### src/rtl/tt_settle_timer.sv
// -----------------------------------------------------------------------------
// tt_settle_timer
// 4-bit down-counter that paces how long a stimulus vector is held.
// Loading N makes expire rise after N further cycles (immediately for N=0),
// so loading SETTLE-1 yields a hold of exactly SETTLE cycles.
// Ports:
//   clk      - rising-edge clock
//   rst      - synchronous active-high reset (count -> 0)
//   load     - load load_val into the counter this edge
//   load_val - value to load
//   expire   - count has reached zero
// -----------------------------------------------------------------------------
module tt_settle_timer (
    input  logic       clk,
    input  logic       rst,
    input  logic       load,
    input  logic [3:0] load_val,
    output logic       expire
);

    logic [3:0] r_count;

    // Count register: load has priority, otherwise count down and stop at zero.
    always_ff @(posedge clk) begin
        if (rst) begin
            r_count <= 4'd0;
        end else if (load) begin
            r_count <= load_val;
        end else if (r_count != 4'd0) begin
            r_count <= r_count - 4'd1;
        end else begin
            r_count <= r_count;
        end
    end

    assign expire = (r_count == 4'd0);

endmodule

### config.mk
export PLATFORM = sky130hd
export DESIGN_NAME = tt_settle_timer
export DESIGN_NICKNAME = d
export VERILOG_FILES = /design/src/rtl/tt_settle_timer.sv
export SDC_FILE = /design/constraint.sdc
export NUM_CORES = 1
export LEC_CHECK = 0
export BUFFER_PORTS_ARGS = -buffer_cell sky130_fd_sc_hd__buf_2
export CORE_AREA = 2 2 39 41
export CTS_BUF_LIST = sky130_fd_sc_hd__clkbuf_16
export DETAILED_ROUTE_END_ITERATION = 12
export DIE_AREA = 0 0 41 43
export RECOVER_POWER = 100
export SYNTH_ARGS = -nofsm -noshare
export SYNTH_HDL_FRONTEND = slang
export SYNTH_SLANG_ARGS = --single-unit
### constraint.sdc
create_clock -name clk -period 2 [get_ports clk]
set_clock_uncertainty 0.15 [all_clocks]
set_input_delay 0.3 -clock clk [delete_from_list [all_inputs] [get_ports clk]]
set_output_delay 0.3 -clock clk [all_outputs]
set_load 0.02 [all_outputs]
==> flow_metrics.py, run 1 <==
metrics = {
    "run_status": {
        "status": "finished clean",
    },
    "die": {
        "core.rowCount": 14,
        "core-area_mm2": 0.00138,
        "start_util": 0.165,
        "dieHeight_um": 43,
        "fp.dieW_um": 41,
        "io_pins": 8,
        "dieArea_mm2": 0.00176,
    },
    "layout": {
        "fin_nets": 44,
        "top_regs": "r_count (4)",
        "multi_input_area_um2": 141,
        "regMostFlops": "r_count",
        "seq_area_um2": 80.1,
        "largest_register_ffs": 4,
        "area_delta_synth_final_pct": 56.3,
        "fin_area_um2": 358,
        "fillers": 145,
        "num_antenna_cells": 0,
        "drive_above_1_share": 0.412,
    },
    "sta": {
        "final.min_clock_period_ns": 1.80,
        "fmax_mhz": 555,
        "hold_ws_ns": 0.148,
        "finalMaxSlewViolations": 0,
        "hold_viol_final": 0,
        "setup_viol": 0,
        "tightest_slew_ns": 0.277,
        "tns_ns": 0,
        "fin_crit_sh": 0.902,
        "slew_headroom": 0.816,
        "rsz0062_at_grt": "false",
    },
    "yosys": {
        "synth_top_cell_by_area": "dfxtp_1",
        "synth_warnings": 0,
        "yosysMostFrequentCell": "dfxtp_1",
        "yosysSeqAreaShare": 0.350,
        "yosys_most_used_dff": "dfxtp_1",
        "synth_nets": 32,
        "ys_ff_latch": 4,
        "syn_area_um2": 229,
        "synth.distinct_cells": 14,
        "yosys-top-cells-count": "dfxtp_1, nand2_1",
        "synth_edf_count": 0,
        "avgSynthCellArea_um2": 9.54,
        "synth_top_cell_area_share": 0.350,
        "netlist_instances": 24,
        "async_flop_share": 0,
        "synth_area_leaders": "dfxtp_1, nor3b_4, xnor2_1",
    },
    "drt": {
        "drc": 0,
        "route.final.wire_length_um": 389,
        "drt_iter0_drc": 0,
        "routed-via-count": 191,
        "vias_per_cell": 3.82,
        "antenna_left": 0,
        "drtPass1Iterations": 1,
        "wl_per_cell_um": 7.78,
    },
    "worst_setup_path": {
        "critPathCaptureType": "primary output",
        "arrival_ns": 1.35,
        "r2r_cells": 5,
        "cp.required_ns": 1.55,
        "reg2reg_from": "r_count[0]",
        "crit_type": "register to primary output",
        "r2r_slack_ns": 0.45,
        "rr_endpoint": "r_count[1]",
        "crit_fanout": 4,
        "cp-start-kind": "register",
    },
    "place": {
        "gp_congestion": 0.719,
        "place_area_um2": 284,
        "io_buffers": 7,
    },
    "grt": {
        "grt.total_usage": 0.0642,
        "grt_max_degree": 7,
        "first_global_vias": 193,
        "antenna_found_initial": 0,
        "grt.overflow.total": 0,
        "grt_pass1_wl_um": 655,
    },
    "clock_network": {
        "cts_resized": 0,
        "path_clk_slew_ns": 0.03,
        "cts_setup_buffers": 0,
        "cts_root_buf": "clkbuf_16",
        "numCtsBuffers": 3,
        "insertion_delay_ns": 0.22,
        "cts_sinks": 4,
        "clock_path_buffers": 2,
        "cts_tree": "done",
        "cts_hold_buffers": 0,
        "htreeDepth": 1,
    },
    "pwr": {
        "power_density_mw_per_mm2": 1360,
        "p_leak_uw": 0.000149,
        "ir_drop_uv": 459,
    },
    "run": {
        "drv_cap": 0,
    },
    "hold_path": {
        "hp-start": "rst",
        "min_to": "r_count[2]",
        "hold_path_class": "input port to register",
        "whs_path_depth": 2,
    },
}
[worst max path at each step]
stage / startpoint / end / slack [ns]
floorplan: r_count[0] / r_count[1] / 0.40
global placement: r_count[0] / r_count[1] / 0.47
detailed placement: r_count[0] / r_count[1] / 0.45
CTS: r_count[0] / expire / 0.25
global route: r_count[0] / expire / 0.11
finish: r_count[0] / expire / 0.20
[critical path, cell delays in order, from the launching register on]
cell,delay (ns)
dfxtp_1,0.30
inv_1,0.08
ha_1,0.19
nor3b_4,0.27
clkbuf_1,0.28
[layout by cell type (no fill, tap or decap), drive strengths merged]
cell type,synthesis,layout
clkbuf,0,4
xnor2,2,2
o22ai,2,2
or2,1,1
o32ai,1,1
dfxtp,4,4
mux2,1,1
and3b,1,1
buf,0,6
ha,1,1
nor2b,2,2
nand2,3,3
nor3b,1,1
nor3,3,3
inv,2,2
[report_power, final]
group	switching, µW	internal [µW]	leakage (µW)
combinational	36.6	43.7	0.0000786
clock	53.6	255	0.0000370
sequential	8.93	90.3	0.0000332
[per-layer routing]
| layer | wire length, µm | global-route usage | share of wire | vias to the layer above |
|---|---|---|---|---|
| met5 | 0 | 0 | 0 | - |
| met4 | 31 | 0.120 | 0.080 | 0 |
| met3 | 31 | 0.0209 | 0.080 | 4 |
| met2 | 151 | 0.0750 | 0.39 | 10 |
| met1 | 174 | 0.0577 | 0.45 | 72 |
| li1 | - | - | - | 105 |
[cells by family (layout without fill, tap and decap cells)]
| logic type | Yosys count | after routing | share of synthesized area |
|---|---|---|---|
| buf+inv | 2 | 12 | 0.0328 |
| simple gates | 11 | 11 | 0.344 |
| flops | 4 | 4 | 0.350 |
| compound gates | 3 | 3 | 0.0929 |
| fa+ha+maj | 1 | 1 | 0.0546 |
| mux | 1 | 1 | 0.0492 |
| xor+xnor | 2 | 2 | 0.0765 |
[area by class of cell]
type                       instances  area share
clock buffer                       3       0.210
sequential                         4       0.224
timing repair buffer               7      0.0944
multi-input combinational         18       0.395
tap                               16      0.0559
inverter                           2      0.0210
[per-stage QoR]
stage / cells / utilization / setup WS [ns] / power, µW
after floorplan: 24 / - / 0.396 / 162
after global placement: 47 / 0.205 / 0.466 / 182
after detailed placement: 47 / 0.205 / 0.449 / 182
after CTS: 50 / 0.259 / 0.250 / 495
after global routing: 50 / 0.259 / 0.108 / 510
final: 50 / 0.259 / 0.197 / 488
No activity file was read; power rests on OpenSTA's default activity.
==> run 2, diff against run 1 <==
--- a/config.mk
+++ b/config.mk
@@ -5,11 +5,13 @@
 export SDC_FILE = /design/constraint.sdc
 export NUM_CORES = 1
 export LEC_CHECK = 0
+export ABC_AREA = 1
 export BUFFER_PORTS_ARGS = -buffer_cell sky130_fd_sc_hd__buf_2
 export CORE_AREA = 2 2 39 41
 export CTS_BUF_LIST = sky130_fd_sc_hd__clkbuf_16
 export DETAILED_ROUTE_END_ITERATION = 12
 export DIE_AREA = 0 0 41 43
+export GPL_TIMING_DRIVEN = 1
 export RECOVER_POWER = 100
 export SYNTH_ARGS = -nofsm -noshare
 export SYNTH_HDL_FRONTEND = slang
==> run 2 against run 1 <==
Against the previous run: register-to-register slack improved by 0.25 ns; via count rose by 45%; clock power barely moved; critical path type unchanged; core utilization rose by 0.99 points; largest power group unchanged; wire length rose by 49%; critical endpoint unchanged; total power fell by 0.96%; sequential power fell by 0.5%.
==> flow_metrics.py, run 2 <==
metrics = {
    "pwr": {
        "ir_drop_uv": 836,
        "power_density_mw_per_mm2": 1300,
        "p_leak_uw": 0.000185,
    },
    "yosys": {
        "synth_top_cell_area_share": 0.323,
        "yosysMostFrequentCell": "nand2_1",
        "syn_area_um2": 248,
        "synth_area_leaders": "dfxtp_1, nand2_1, inv_1",
        "synth.distinct_cells": 12,
        "yosys_most_used_dff": "dfxtp_1",
        "synth_edf_count": 0,
        "async_flop_share": 0,
        "avgSynthCellArea_um2": 6.19,
        "netlist_instances": 40,
        "yosys-top-cells-count": "nand2_1, inv_1, nor2_1",
        "synth_nets": 48,
        "ys_ff_latch": 4,
        "yosysSeqAreaShare": 0.323,
        "synth_warnings": 0,
        "synth_top_cell_by_area": "dfxtp_1",
    },
    "clock_network": {
        "cts_tree": "done",
        "path_clk_slew_ns": 0.03,
        "cts_setup_buffers": 0,
        "insertion_delay_ns": 0.22,
        "cts_sinks": 4,
        "htreeDepth": 1,
        "numCtsBuffers": 3,
        "cts_root_buf": "clkbuf_16",
        "clock_path_buffers": 2,
        "cts_resized": 0,
        "cts_hold_buffers": 0,
    },
    "die": {
        "fp.dieW_um": 41,
        "dieHeight_um": 43,
        "dieArea_mm2": 0.00176,
        "core-area_mm2": 0.00138,
        "core.rowCount": 14,
        "start_util": 0.179,
        "io_pins": 8,
    },
    "place": {
        "hpwl_um": 469,
        "place_ws_ns": 0.564,
        "gp_congestion": 0.793,
        "place_area_um2": 303,
        "io_buffers": 7,
    },
    "hold_path": {
        "hold_path_class": "input port to register",
        "hp-start": "rst",
    },
    "drt": {
        "drt_iter0_drc": 4,
        "antenna_left": 0,
        "route.final.wire_length_um": 581,
        "routed-via-count": 276,
        "wl_per_cell_um": 8.80,
        "drtPass1Iterations": 4,
        "drc": 0,
        "vias_per_cell": 4.18,
    },
    "grt": {
        "grt.overflow.total": 0,
        "grt_pass1_wl_um": 1040,
        "grt_max_degree": 7,
        "antenna_found_initial": 0,
        "first_global_vias": 279,
        "grt.total_usage": 0.0965,
    },
    "layout": {
        "final_common_cell": "nand2_1",
        "layout_common_cells": "nand2_1, inv_1, buf_2",
        "fin_nets": 60,
        "fin_area_um2": 372,
        "regMostFlops": "r_count",
        "largest_register_ffs": 4,
        "top_regs": "r_count (4)",
        "drive_above_1_share": 0.200,
        "area_delta_synth_final_pct": 50.0,
        "num_antenna_cells": 0,
    },
    "sta": {
        "fin_crit_sh": 0.867,
        "postLayoutSetupSlackWorst_ns": 0.266,
        "tns_ns": 0,
        "hold_viol_final": 0,
        "fmax_mhz": 577,
        "setup_viol": 0,
        "rsz0062_at_grt": "false",
        "final.min_clock_period_ns": 1.73,
        "hold_ws_ns": 0.119,
        "tightest_slew_ns": 0.258,
        "slew_headroom": 0.829,
        "finalMaxSlewViolations": 0,
    },
    "worst_setup_path": {
        "crit_type": "register to primary output",
        "cp-start-kind": "register",
        "cp.required_ns": 1.55,
        "crit_fanout": 5,
        "cp-startpoint": "r_count[0]",
        "reg2reg_from": "r_count[0]",
        "arrival_ns": 1.28,
        "critPathCaptureType": "primary output",
    },
    "run_status": {
        "status": "finished clean",
    },
    "run": {
        "drv_cap": 0,
    },
}
==> run 2: cell types whose count changed in the layout (fill, tap and decap cells not counted), moves of 2 or more <==
cell and change:
nand2_1 +8, nor2_1 +5, a21oi_1 +4, inv_1 +4
nand3_1 +3, nand4_1 +2, nor2b_1 -2, nor3_1 -2
o21ai_0 +2, o22ai_1 -2, xnor2_1 -2
==> run 2: final timing paths <==
path,to,slack (ns),depth (start not counted)
setup / recovery,expire,0.27,5
hold / removal,r_count[0],0.12,2
setup reg to reg,r_count[1],0.70,5
hold reg to reg,r_count[1],0.36,2
==> run 2: critical path, cell delays in order, from the launching register on <==
cell      delay, ns
dfxtp_1        0.32
inv_1          0.10
ha_1           0.24
nand2_1        0.09
nor2_1         0.08
clkbuf_1       0.24
==> run 2: through the flow <==
step	cells	util	power (µW)
2_1_floorplan	40	-	156
3_3_place_gp	63	0.219	179
3_5_place_dp	63	0.219	180
4_1_cts	66	0.273	494
5_1_grt	66	0.269	513
6_report	66	0.269	484
==> run 2: report_power, final <==
part | internal, µW | switching, µW
registers | 90.5 | 8.13
clock network | 255 | 53.1
logic | 28.9 | 47.9
total | 375 | 109
==> run 2: cell families after synthesis <==
family	Yosys count	synth area share
AO/OA/AOI/OAI	6	0.121
buffers and inverters	7	0.106
adder cells (fa/ha/maj)	1	0.0505
AND/OR/NAND/NOR	22	0.399
flip-flops	4	0.323
==> run 2: cell type report <==
type	instances	area [µm²]
fill	158	1010
multi-input combinational	29	136
sequential	4	80.1
clock buffer	3	75.1
timing repair buffer	7	33.8
inverter	7	26.3
tap	16	20.0
==> run 2: metal layers <==
metal  vias to the layer above  GRT usage  wire length [µm]
li1                        147          -                 -
met1                       120     0.0935               241
met2                         5      0.122               282
met3                         4     0.0157                13
met4                         0      0.167                44
met5                         -          0                 0
